===== config.mk =====
export PLATFORM = sky130hd
export DESIGN_NAME = mem_arbiter
export DESIGN_NICKNAME = d
export VERILOG_FILES = /design/src/rtl/mem_arbiter.sv
export SDC_FILE = /design/constraint.sdc
export NUM_CORES = 1
export LEC_CHECK = 0
export BUFFER_PORTS_ARGS = -buffer_cell sky130_fd_sc_hd__buf_4
export CAP_MARGIN = 20
export CORE_AREA = 2 2 75 77
export CTS_BUF_LIST = sky130_fd_sc_hd__clkbuf_8
export CTS_CLUSTER_SIZE = 10
export DETAILED_ROUTE_END_ITERATION = 6
export DIE_AREA = 0 0 77 79
export PLACE_DENSITY = 0.74
export REMOVE_ABC_BUFFERS = 1
export SLEW_MARGIN = 40
export SYNTH_ARGS = -nofsm -noshare
export SYNTH_HDL_FRONTEND = slang
export SYNTH_SLANG_ARGS = --single-unit

===== constraint.sdc =====
create_clock -name clk -period 2.2 [get_ports clk]
set_clock_uncertainty 0.2 [all_clocks]
set_input_delay 0 -clock clk [delete_from_list [all_inputs] [get_ports clk]]
set_output_delay 0 -clock clk [all_outputs]
set_load 0.01 [all_outputs]

===== src/rtl/mem_arbiter.sv =====
// mem_arbiter: two-port priority arbiter in front of a single-port synchronous RAM.
// Port A wins by default; a starvation counter forces port B through after starve_limit losses.
module mem_arbiter #(
  parameter int addr_width   = 16,
  parameter int data_width   = 8,
  parameter int starve_limit = 4
) (
  input  logic                  clk,
  input  logic                  reset,
  input  logic                  a_req,
  input  logic [addr_width-1:0] a_addr,
  output logic                  a_ack,
  output logic [data_width-1:0] a_rdata,
  output logic                  a_rvalid,
  input  logic                  b_req,
  input  logic                  b_wr,
  input  logic [addr_width-1:0] b_addr,
  input  logic [data_width-1:0] b_wdata,
  output logic                  b_ack,
  output logic [data_width-1:0] b_rdata,
  output logic                  b_rvalid,
  output logic                  ram_cs,
  output logic                  ram_wr,
  output logic                  ram_oe,
  output logic [addr_width-1:0] ram_addr,
  output logic [data_width-1:0] ram_din,
  input  logic [data_width-1:0] ram_q
);
  localparam int CW = $clog2(starve_limit + 1);
  logic [CW-1:0] r_starve_cnt;
  logic          r_tag1_v, r_tag1_b, r_tag2_v, r_tag2_b;
  logic          w_force_b, w_xfer;
  assign w_force_b = b_req & (r_starve_cnt == CW'(starve_limit));
  assign a_ack     = a_req & ~w_force_b;
  assign b_ack     = b_req & (~a_req | w_force_b);
  assign w_xfer    = a_ack | b_ack;
  assign ram_oe    = ram_cs & ~ram_wr;
  always_ff @(posedge clk or posedge reset) begin
    if (reset) begin
      r_starve_cnt <= '0;
      ram_cs       <= 1'b0;
      ram_wr       <= 1'b0;
      ram_addr     <= '0;
      ram_din      <= '0;
      r_tag1_v     <= 1'b0;
      r_tag1_b     <= 1'b0;
      r_tag2_v     <= 1'b0;
      r_tag2_b     <= 1'b0;
      a_rdata      <= '0;
      b_rdata      <= '0;
      a_rvalid     <= 1'b0;
      b_rvalid     <= 1'b0;
    end else begin
      if (b_ack | ~b_req)
        r_starve_cnt <= '0;
      else if (a_ack && r_starve_cnt != CW'(starve_limit))
        r_starve_cnt <= r_starve_cnt + CW'(1);
      ram_cs   <= w_xfer;
      ram_wr   <= b_ack & b_wr;
      if (w_xfer) ram_addr <= b_ack ? b_addr : a_addr;
      if (b_ack) ram_din <= b_wdata;
      // tag rides alongside the RAM access so the return lands on the right port
      r_tag1_v <= w_xfer & ~(b_ack & b_wr);
      r_tag1_b <= b_ack;
      r_tag2_v <= r_tag1_v;
      r_tag2_b <= r_tag1_b;
      a_rvalid <= r_tag2_v & ~r_tag2_b;
      b_rvalid <= r_tag2_v & r_tag2_b;
      if (r_tag2_v & ~r_tag2_b) a_rdata <= ram_q;
      if (r_tag2_v & r_tag2_b) b_rdata <= ram_q;
    end
  end
endmodule

==> flow_summary.toml, run 1 <==
[yosys]
synth_commonest_cells = "dfrtp_1, nand3_1, mux2_2, mux2i_1, o21ai_1"
ys_ff_latch = 51
synth.distinct_cells = 25
synth.top_cell.area_share_pct = 60.7
synth_top_flop_cell = "dfrtp_1"
yosysSeqAreaShare_pct = 60.7
synthCells = 157
syn_avg_cell_area_um2 = 13.4
synth-async-reset-ratio_pct = 100
synth_most_common_cell = "dfrtp_1"
ys.warnings.count = 0
synth_edf_count = 0
yosys.area.top_type = "dfrtp_1"
netlist_area_mm2 = 0.00210
synth_area_leaders = "dfrtp_1, mux2_2, mux2i_1, mux2_4, nand3_1"

[clock_tree]
h-tree-depth = 2
ctsResizeCount = 0
cts_made_buffers = 5
hold_buffers = 69
cts_root_buf = "clkbuf_8"
cts_tree = "yes"
clkLatencyLatePin_ps = 300
postCtsSetupBuffers = 0
cts.sinks = 51
cts_buffer_depth = 2
path_clk_slew_ps = 90

[critical_path]
reg2reg_to = "ram_addr[10]$_DFFE_PP0P_"
arrival_ps = 1980
cp_max_fo = 16
start_kind = "flop"
crit_required_ps = 2170
crit-reg2reg-launch = "r_starve_cnt[0]$_DFFE_PP0P_"
startpoint = "r_starve_cnt[0]$_DFFE_PP0P_"
endpoint = "ram_addr[10]$_DFFE_PP0P_"
critPathKind = "reg -> reg"
worst-r2r-setup-slack_ps = 190
critPathCaptureType = "flop"
reg2reg_depth = 7

[route]
highest_layer = "met4"
viasPerCell = 4.73
wl_met3_um = 304
drt_iter0_drc = 110
routedWlPerCell_um = 14.7
wl_met2_mm = 3.26
drtAntennaViolNets = 0
routed_wl_mm = 5.83
drcViolationCount = 0
m1WireLength_mm = 2.21
via_count = 1884
drt_pre_antenna_iters = 4

[place]
port_buffers = 99
hpwl_mm = 3.29
gp_congestion = 0.769
placed_cell_area_mm2 = 0.00290

[finish]
diodes = 0
design_area_mm2 = 0.00367
drive_gt1_share_pct = 42.3
nets = 381
syn_to_final_growth_pct = 74.8
nFillCells = 400
postLayoutCoreUtil_pct = 68.8

[die]
initial_core_util_pct = 39.4
die_h_um = 79
ios = 100
die_width_um = 77
rows = 27
die_area_mm2 = 0.00608
core_mm2 = 0.00534

[timing]
setup_viol = 0
maxSlewViolCount = 0
fmax_mhz = 497
hold_violations = 0
rsz0062_at_grt = "no"
tns_ps = 0
period_share_pct = 91.4
min_period_ps = 2010
slew_headroom_pct = 63.9
worstMarginPinSlew_ps = 541

[hold_path]
hold_class = "in -> async"

[run_status]
status = "complete, no violations"

[global_route]
overflow = 0
grt_pass1_vias = 2027
grt_pass1_wl_mm = 9.52
antenna_found_initial = 0
grt_start_max_net_pins = 27
grt_util_all_layers_pct = 20.0

[power]
p_leak_nw = 1.79
power_per_cell_area_mw_per_mm2 = 609
max-vdd-ir-drop_mv = 0.356

[job]
max_cap_violations = 0
critical path, stage by stage, from the launching register on:
cell and delay, ps:
dfrtp_1 400, inv_1 60, ha_1 190, nand3_2 90
buf_4 210, nand3_1 110, dlygate4sd3_1 550, o21ai_0 80
report_power, final:
group	internal, W	total, W	switching, W
Combinational	0.000368	0.000593	0.000225
Sequential	0.00104	0.00110	0.0000604
Clock	0.000248	0.000540	0.000292
Total	0.00166	0.00224	0.000578
placed cells by master (no fill, tap or decap), drive strengths merged, types with 2 or more instances in the layout:
master and instances:
clkbuf 6, nand2 3, and3 2, dlygate4sd3 69, buf 102, nor2 2, dfrtp 51, o21ai 17
mux2i 16, mux2 24, clkinv 2, inv 7, nand3 18, ha 2
state kept, by name, indices dropped and copies added (netlist names):
name          flops
r_tag2_b          1
ram_wr            1
r_tag1_b          1
b_rdata           8
ram_addr         16
r_starve_cnt      3
a_rvalid          1
a_rdata           8
r_tag2_v          1
b_rvalid          1
ram_cs            1
ram_din           8
r_tag1_v          1
per-layer routing:
layer  vias to the layer above  global-route usage [%]
li1                        875                       -
met1                       930                    21.8
met2                        73                    39.3
met3                         6                    4.66
met4                         0                    4.64
met5                         -                       0
worst min path at each step:
stage,start,end,slack [ps],depth (start not counted)
6_report,reset,b_rdata[1]$_DFFE_PP0P_,110,3
5_1_grt,reset,b_rdata[1]$_DFFE_PP0P_,170,3
4_1_cts,reset,ram_din[3]$_DFFE_PP0P_,120,3
3_5_place_dp,reset,ram_din[3]$_DFFE_PP0P_,-110,2
3_3_place_gp,reset,ram_din[6]$_DFFE_PP0P_,-120,2
2_1_floorplan,b_wr,r_tag1_v$_DFF_PP0_,-100,1
cells by family (layout without fill, tap and decap cells):
family / Yosys count / in the layout / synth area share (%)
buffers and inverters: 17 / 186 / 4.34
AO/OA/AOI/OAI: 18 / 18 / 4.40
flip-flops: 51 / 51 / 60.7
AND/OR/NAND/NOR: 28 / 28 / 7.02
multiplexers: 40 / 40 / 21.9
XOR/XNOR: 1 / 1 / 0.417
adder cells (fa/ha/maj): 2 / 2 / 1.19
cell type report:
class	count	area [um^2]	area share, %
clock buffers	6	82.6	2.25
clock inverters	1	5.00	0.136
inverters	8	30.0	0.817
multi-input cells	89	734	20.0
flip-flops and latches	51	1280	34.7
well taps	72	90.1	2.45
repair buffers	171	1460	39.6
per-stage QoR:
step / instances / power [W] / worst slack, ps / hold slack (ps)
6_report: 398 / 0.00224 / 188 / 105
5_1_grt: 398 / 0.00234 / 32.9 / 172
4_1_cts: 398 / 0.00223 / 209 / 120
3_5_place_dp: 322 / 0.00161 / 395 / -110
3_3_place_gp: 322 / 0.00160 / 451 / -118
2_1_floorplan: 148 / 0.00132 / 519 / -104
Note: power is estimated with default switching activity, not from simulation.
==> run 2: changes to the inputs <==
--- a/config.mk
+++ b/config.mk
@@ -8,7 +8,7 @@
 export BUFFER_PORTS_ARGS = -buffer_cell sky130_fd_sc_hd__buf_4
 export CAP_MARGIN = 20
 export CORE_AREA = 2 2 75 77
-export CTS_BUF_LIST = sky130_fd_sc_hd__clkbuf_8
+export CTS_BUF_LIST = sky130_fd_sc_hd__clkbuf_4
 export CTS_CLUSTER_SIZE = 10
 export DETAILED_ROUTE_END_ITERATION = 6
 export DIE_AREA = 0 0 77 79
==> run 2 against run 1 <==
Total power down 6.4%. Cell area fell by 0.85%. Sequential power about the same. Die area is the same. Sequential share of layout area grew 0.30 points. Combinational power is essentially flat. First-iteration DRC count is 11% lower. Core utilization down 0.59 points. Via count rose by 1.2%. Critical path depth unchanged. Critical path type unchanged. Critical endpoint is now ram_addr[9]$_DFFE_PP0P_. Highest routed layer unchanged.
==> flow_summary.toml, run 2 (synthesized netlist as in run 1, its figures left out) <==
[run_status]
status = "complete, no violations"

[finish]
syn_to_final_growth_pct = 73.3
multi_input_area_um2 = 734
regArea_mm2 = 0.00128
top_register = "ram_addr"
nFillCells = 407
drive_gt1_share_pct = 41.9
final_common_cell = "buf_4"
diodes = 0
design_area_mm2 = 0.00364
largest_reg_flops = 16
nets = 382
postLayoutCoreUtil_pct = 68.3
final_cell_mix = "buf_4, dlygate4sd3_1, dfrtp_1"

[timing]
tns_ps = 0
maxSlewViolCount = 0
worstMarginPinSlew_ps = 540
fmax_mhz = 489
rsz0062_at_grt = "no"
hold_violations = 0
min_period_ps = 2050
period_share_pct = 93.0
slew_headroom_pct = 63.9
setup_viol = 0

[critical_path]
critPathCaptureType = "flop"
start_kind = "flop"
critPathKind = "reg -> reg"
cp_cell_sequence = "inv_1, ha_1, nand3_2, buf_4, nand3_1, dlygate4sd3_1, o21ai_0"
crit_required_ps = 2250
cp_max_fo = 16
arrival_ps = 2090
cp_slowest_cell = "dlygate4sd3_1"
max_stage_delay_ps = 570

[die]
die_width_um = 77
initial_core_util_pct = 39.4
ios = 100
die_area_mm2 = 0.00608
rows = 27
die_h_um = 79
core_mm2 = 0.00534

[clock_tree]
cts_buffer_depth = 2
hold_buffers = 70
ctsResizeCount = 0
cts.sinks = 51
cts_root_buf = "clkbuf_4"
clkLatencyLatePin_ps = 360
cts_made_buffers = 5
postCtsSetupBuffers = 0
cts_tree = "yes"
h-tree-depth = 2
path_clk_slew_ps = 150

[global_route]
grt_start_max_net_pins = 27
grt_pass1_wl_mm = 9.48
grt_util_all_layers_pct = 19.9
antenna_found_initial = 0
grt_pass1_vias = 1995
overflow = 0

[place]
port_buffers = 99
gp_congestion = 0.769
placed_cell_area_mm2 = 0.00290
hpwl_mm = 3.29

[route]
drcViolationCount = 0
viasPerCell = 4.78
drtAntennaViolNets = 0
via_count = 1906
drt_pre_antenna_iters = 4
routed_wl_mm = 5.81
routedWlPerCell_um = 14.6
drt_iter0_drc = 98

[hold_path]
hold_class = "in -> async"

[power]
max-vdd-ir-drop_mv = 0.303
p_leak_nw = 1.78
power_per_cell_area_mw_per_mm2 = 574

[job]
max_cap_violations = 0
## run 2: per-layer routing
metal / share of wire, % / vias up / GRT usage, %
met5: 0 / - / 0
met3: 5.4 / 6 / 4.43
li1: - / 879 / -
met1: 38 / 940 / 22.5
met2: 56 / 81 / 38.5
met4: 0.79 / 0 / 4.29
## run 2: worst paths after layout
| path | start | end | slack (ps) | cells past startpoint |
|---|---|---|---|---|
| worst max-delay path | r_starve_cnt[0]$_DFFE_PP0P_ | ram_addr[9]$_DFFE_PP0P_ | 150 | 7 |
| worst min-delay path | reset | b_rdata[1]$_DFFE_PP0P_ | 20 | 3 |
| worst max register to register | r_starve_cnt[0]$_DFFE_PP0P_ | ram_addr[9]$_DFFE_PP0P_ | 150 | 7 |
| worst min register to register | r_tag1_b$_DFF_PP0_ | r_tag2_b$_DFF_PP0_ | 150 | 0 |
| max in group asynchronous | reset | a_rdata[5]$_DFFE_PP0P_ | 1160 | 4 |
| min in group clk | r_tag1_b$_DFF_PP0_ | r_tag2_b$_DFF_PP0_ | 150 | 0 |
## run 2: final cells by class
type | count | area share (%)
clock inverter | 2 | 0.240
tap | 72 | 2.47
multi-input combinational | 89 | 20.2
sequential | 51 | 35.0
timing repair buffer | 172 | 40.2
inverter | 8 | 0.824
clock buffer | 5 | 1.03
## run 2: metrics by stage
| step | std cells | setup slack [ps] | hold slack, ps | total power [W] |
|---|---|---|---|---|
| after floorplan | 148 | 519 | -104 | 0.00132 |
| after global placement | 322 | 451 | -118 | 0.00160 |
| after detailed placement | 322 | 395 | -110 | 0.00161 |
| after CTS | 399 | 163 | 37.5 | 0.00209 |
| after global routing | 399 | 10.2 | 83.3 | 0.00219 |
| final | 399 | 153 | 22.9 | 0.00209 |
## run 2: report_power, final
group / total (W) / internal, W / switching [W]
Clock: 0.000395 / 0.000114 / 0.000281
Combinational: 0.000593 / 0.000368 / 0.000225
Sequential: 0.00110 / 0.00104 / 0.0000609
Total: 0.00209 / 0.00153 / 0.000567
## run 2: worst max-delay path, delay by kind of cell (launching register included)
kind | cells | cell delay (ps)
AND/OR/NAND/NOR | 2 | 200
flip-flops | 1 | 420
AO/OA/AOI/OAI | 1 | 80
adder cells (fa/ha/maj) | 1 | 190
buffers and inverters | 3 | 840
